==> src/rtl/key_operand_loader.sv <==
// ---------------------------------------------------------------------------
// key_operand_loader
//
// Operand front end for the board-level 6-bit adder. A single bouncy,
// active-low push-button is synchronised, debounced and edge-detected. Each
// accepted press steps a small FSM that latches the switch bank first as
// operand one, then as operand two, and then clears the valid flag.
//
// Ports
//   i_CLOCK_POS     in   1     rising-edge clock
//   i_RESET_POS     in   1     asynchronous reset, active-high
//   i_KEY_NEG       in   1     raw push-button, active-low, asynchronous
//   i_VECTOR_IN     in   SIZE  switch operand, quasi-static
//   o_VECTOR_ONE    out  SIZE  latched operand one
//   o_VECTOR_TWO    out  SIZE  latched operand two
//   o_BIT_VALID     out  1     high while both operands are loaded
//   o_BIT_PRESS     out  1     one-cycle pulse per accepted press
//   o_VECTOR_STATE  out  2     current FSM state code
// ---------------------------------------------------------------------------
module key_operand_loader #(
    parameter int SIZE            = 6,
    parameter int DEBOUNCE_CYCLES = 500000
) (
    input  logic            i_CLOCK_POS,
    input  logic            i_RESET_POS,
    input  logic            i_KEY_NEG,
    input  logic [SIZE-1:0] i_VECTOR_IN,
    output logic [SIZE-1:0] o_VECTOR_ONE,
    output logic [SIZE-1:0] o_VECTOR_TWO,
    output logic            o_BIT_VALID,
    output logic            o_BIT_PRESS,
    output logic [1:0]      o_VECTOR_STATE
);

    localparam int              CNT_W    = $clog2(DEBOUNCE_CYCLES);
    localparam logic [CNT_W-1:0] CNT_LAST = CNT_W'(DEBOUNCE_CYCLES - 1);

    typedef enum logic [1:0] {
        ST_LOAD_A = 2'b00,
        ST_LOAD_B = 2'b01,
        ST_SHOW   = 2'b10,
        ST_ILLEGAL = 2'b11
    } state_t;

    // Input conditioning state
    logic             sync1_q, sync2_q;
    logic             key_db_q, key_db_d;
    logic             key_db_prev_q;
    logic [CNT_W-1:0] cnt_q, cnt_d;
    logic             press_evt;

    // Operand / FSM state
    state_t           state_q, state_d;
    logic [SIZE-1:0]  one_q, one_d;
    logic [SIZE-1:0]  two_q, two_d;
    logic             valid_q, valid_d;
    logic             press_q, press_d;

    // ---- stage: synchroniser and debounce registers ----
    always_ff @(posedge i_CLOCK_POS or posedge i_RESET_POS) begin
        if (i_RESET_POS) begin
            sync1_q       <= 1'b1;
            sync2_q       <= 1'b1;
            key_db_q      <= 1'b1;
            key_db_prev_q <= 1'b1;
            cnt_q         <= '0;
        end else begin
            sync1_q       <= i_KEY_NEG;
            sync2_q       <= sync1_q;
            key_db_q      <= key_db_d;
            key_db_prev_q <= key_db_q;
            cnt_q         <= cnt_d;
        end
    end

    // The counter only runs while the synchronised level disagrees with the
    // accepted level; any agreeing cycle throws the partial count away, so
    // a glitch shorter than DEBOUNCE_CYCLES never reaches key_db.
    always_comb begin
        key_db_d = key_db_q;
        cnt_d    = '0;
        if (sync2_q != key_db_q) begin
            if (cnt_q == CNT_LAST) begin
                key_db_d = sync2_q;
                cnt_d    = '0;
            end else begin
                cnt_d = cnt_q + CNT_W'(1);
            end
        end
    end

    // Falling edge of the debounced level only; releases are ignored.
    assign press_evt = key_db_prev_q & ~key_db_q;

    // ---- stage: FSM and operand registers ----
    always_ff @(posedge i_CLOCK_POS or posedge i_RESET_POS) begin
        if (i_RESET_POS) begin
            state_q <= ST_LOAD_A;
            one_q   <= '0;
            two_q   <= '0;
            valid_q <= 1'b0;
            press_q <= 1'b0;
        end else begin
            state_q <= state_d;
            one_q   <= one_d;
            two_q   <= two_d;
            valid_q <= valid_d;
            press_q <= press_d;
        end
    end

    always_comb begin
        state_d = state_q;
        one_d   = one_q;
        two_d   = two_q;
        valid_d = valid_q;
        press_d = press_evt;
        case (state_q)
            ST_LOAD_A: begin
                if (press_evt) begin
                    one_d   = i_VECTOR_IN;
                    state_d = ST_LOAD_B;
                end
            end
            ST_LOAD_B: begin
                if (press_evt) begin
                    two_d   = i_VECTOR_IN;
                    valid_d = 1'b1;
                    state_d = ST_SHOW;
                end
            end
            ST_SHOW: begin
                // Operands are intentionally held so the display keeps the
                // last sum until the next operand one is captured.
                if (press_evt) begin
                    valid_d = 1'b0;
                    state_d = ST_LOAD_A;
                end
            end
            default: begin
                // Unreachable code: recover unconditionally, leave outputs.
                state_d = ST_LOAD_A;
            end
        endcase
    end

    assign o_VECTOR_ONE   = one_q;
    assign o_VECTOR_TWO   = two_q;
    assign o_BIT_VALID    = valid_q;
    assign o_BIT_PRESS    = press_q;
    assign o_VECTOR_STATE = state_q;

endmodule

==> config.mk <==
export PLATFORM = sky130hd
export DESIGN_NAME = key_operand_loader
export DESIGN_NICKNAME = d
export VERILOG_FILES = /design/src/rtl/key_operand_loader.sv
export SDC_FILE = /design/constraint.sdc
export NUM_CORES = 1
export LEC_CHECK = 0
export CORE_MARGIN = 2
export CORE_UTILIZATION = 40
export CTS_CLUSTER_DIAMETER = 40
export DETAILED_ROUTE_END_ITERATION = 6
export GPL_TIMING_DRIVEN = 0
export PLACE_DENSITY = 0.65
export SLEW_MARGIN = 20
export SYNTH_ARGS = -nofsm -noshare
export SYNTH_HDL_FRONTEND = slang
export SYNTH_SLANG_ARGS = --single-unit
==> constraint.sdc <==
create_clock -name i_CLOCK_POS -period 1.8 [get_ports i_CLOCK_POS]
set_clock_uncertainty 0.1 [all_clocks]
set_input_delay 0.18 -clock i_CLOCK_POS [delete_from_list [all_inputs] [get_ports i_CLOCK_POS]]
set_output_delay 0.18 -clock i_CLOCK_POS [all_outputs]
set_load 0.005 [all_outputs]
==> summary.md <==
| Metric | Value |
|---|---|
| Status | finished with violations |
| Failing checks | setup timing |
| CTS Buf Count | 5 |
| Unrepaired setup endpoints after global routing | true |
| R2r startpoint | cnt_q[9] |
| Slew Viols, Final | 0 |
| CTS max path bufs | 2 |
| Die ar. | 4871 sq um |
| Antenna violations before repair | 0 |
| DP Cell Count | 224 |
| Slew headroom | 65.40% |
| Placement Rows | 23 |
| Clock-pin transition on the worst setup and hold timing paths | 0.08 ns |
| Placer Congestion | 0.8777 |
| Sequential share of the synthesized area | 56.65% |
| Post-DP HPWL | 2520 um |
| Final WS setup | -0.07092 ns |
| R2r setup slk | -0.07 ns |
| Synth area leader | dfrtp_1 |
| WHS | 0.01716 ns |
| Syn nets | 159 |
| Routed vias | 1380 |
| Core area | 4086 sq um |
| Initial core utilization | 42.38% |
| Achievable clock frequency | 0.5345 GHz |
| Port Buffers | 24 |
| # nets final | 208 |
| Routed wire per std cell | 16.36 um |
| Leading post-synthesis cells by cell area | dfrtp_1, mux2_2, dfstp_2, xnor2_1, nor2_1 |
| CP Capture Type | register |
| Setup crit start kind | register |
| Vias in the first global route | 1412 |
| Die width | 69.80 um |
| DRC | 0 |
| Total grt overflow | 0 |
| First-pass GRT wire length | 6637 um |
| Hold WC Path Type | in2async |
| Clk_lat worst skew | 0.29 ns |
| Ant. Diodes | 0 |
| CTS tree | yes |
| Post-Syn Area | 1732 sq um |
| Pwr Density | 657.7 nW/um^2 |
| Pwr Total | 1.582 mW |
| WP data required | 1.92 ns |
| Fillers | 323 |
| Worst R2R End | cnt_q[18] |
| Final std cells w/o fill | 249 |
| Vias/cell | 5.542 |
| H-tree levels | 2 |
| LEAKAGE | 1.018 nW |
| Fin util | 58.88% |
| Layout overhead on the synthesized area | 38.95% |
| Iter 0 DRT Violations | 105 |
| CP Max Fanout | 4 |
| Arrival time at the worst endpoint | 1.99 ns |
| Synth top area share | 50.58% |
| Die height | 69.80 um |
| Yosys reg bits | 39 |
| Share of layout cells above drive strength 1 | 38.69% |
| Drt first pass iters | 4 |
| Cells after Synth | 149 |
| Ys Warns | 0 |
| ANT nets after route | 0 |
| CTS sink cnt | 39 |
| # setup viols final | 13 |
| Global Route Usage Sum | 17.15% |
| Mean Syn Cell Area | 11.62 sq um |
| Total of max-cap violations | 0 |
| Clock root cell | clkbuf_8 |
| Largest net degree at the start of global routing | 31 |
| Post-Route WL | 4074 um |
| Worst-Margin Slew | 0.5161 ns |
| Final Hold Fails | 0 |
| Worst vdd ir | 0.5399 mV |
| Final period utilization | 103.9% |
| Reg2Reg Depth | 5 |
| Period minus WS final | 1.871 ns |
| Yosys cell types | 28 |
| IO Pins | 25 |
| Setup CP Type | reg2reg |
kinds of logic after synthesis:
logic type | synth area share [%]
fa+ha+maj | 0.7224
flops | 56.65
mux | 9.032
simple gates | 19.29
buf+inv | 1.879
compound gates | 4.336
xor+xnor | 8.092
synth_stat cells:
cell and n:
a21o_1 1, a21oi_1 4, and2_1 1, and3_1 2
and4_2 1, buf_2 2, dfrtp_1 35, dfstp_2 4
ha_1 1, inv_1 6, mux2_2 13, mux2i_1 1
nand2_1 4, nand2b_1 1, nand3_1 9, nand4_1 8
nand4_4 1, nor2_1 20, nor3_1 2, nor4_1 5
nor4b_1 2, o21ai_0 4, o41ai_4 1, or2_2 1
or3_1 2, or4_1 2, xnor2_1 12, xor2_1 4
registers in the layout, indices dropped and copies added, names as in the netlist:
register	count
o_VECTOR_ONE	6
sync2_q	1
o_BIT_VALID	1
o_VECTOR_STATE	2
o_BIT_PRESS	1
key_db_q	1
sync1_q	1
key_db_prev_q	1
cnt_q	19
o_VECTOR_TWO	6
repair_timing:
item                       4_1_cts  5_1_grt
hold buffers                     0        0
buffers inserted                 9        7
hold endpoints to repair         0        0
pin swaps                       13       10
gates resized for setup         19       14
setup endpoints to repair       31       25
gates cloned                     1        0
power breakdown:
part           internal [mW]  switching, mW  total [mW]
Combinational         0.0438         0.0436      0.0874
Clock                  0.270          0.332       0.602
Sequential             0.885        0.00818       0.893
Total                   1.20          0.384        1.58
worst max path at each step:
stage / from / end / cells past startpoint
5_1_grt: cnt_q[11] / cnt_q[13] / 5
3_5_place_dp: cnt_q[14] / cnt_q[9] / 5
4_1_cts: cnt_q[12] / cnt_q[13] / 4
3_3_place_gp: cnt_q[11] / cnt_q[16] / 5
2_1_floorplan: cnt_q[0] / cnt_q[18] / 5
6_report: cnt_q[9] / cnt_q[18] / 5
stage by stage:
step / setup slack [ns] / cell area (sq um) / TNS (ns)
3_5_place_dp: -0.3466 / 2073 / -5.871
4_1_cts: -0.09392 / 2310 / -1.176
3_3_place_gp: -0.2657 / 2053 / -8.933
2_1_floorplan: -0.04364 / 1750 / -0.2066
5_1_grt: -0.1084 / 2406 / -1.629
6_report: -0.07092 / 2406 / -0.2905
metal layers:
| metal | track usage, % | vias to the layer above | part of all wire (%) |
|---|---|---|---|
| li1 | - | 623 | - |
| met1 | 20.02 | 692 | 39 |
| met2 | 28.89 | 53 | 53 |
| met3 | 4.360 | 12 | 4.9 |
| met4 | 8.974 | 0 | 2.5 |
| met5 | 0 | - | 0 |
layout make-up:
class	count	area [sq um]	share of cell area, %
clock buffer	5	68.82	2.860
inverter	6	22.52	0.9360
buffer	2	16.27	0.6760
multi-input combinational	102	839.6	34.89
clock inverter	3	20.02	0.8320
sequential	39	988.4	41.08
timing repair buffer	42	387.9	16.12
tap	50	62.56	2.600
worst max-delay path, cell delays in order (launching register included):
cell and delay, ns:
dfrtp_2 0.38, buf_4 0.12, nand3_2 0.13, or4_4 0.55, or3_4 0.38, a21oi_2 0.14
placed cells by master (no fill, tap or decap), drive strengths merged, types with 2 or more instances in the layout:
master,netlist,layout
nor3,2,2
inv,6,6
o21ai,4,4
nand3,9,9
nand2,4,4
a21oi,4,4
or4,2,2
xnor2,12,12
nor4,5,5
nor2,20,20
clkdlybuf4s50,0,24
nor4b,2,2
mux2,13,13
or3,2,2
dfstp,4,4
dfrtp,35,35
xor2,4,4
and3,2,2
clkinvlp,0,2
clkbuf,0,5
nand4,9,9
buf,2,20
(Power assumes the default switching activity.)
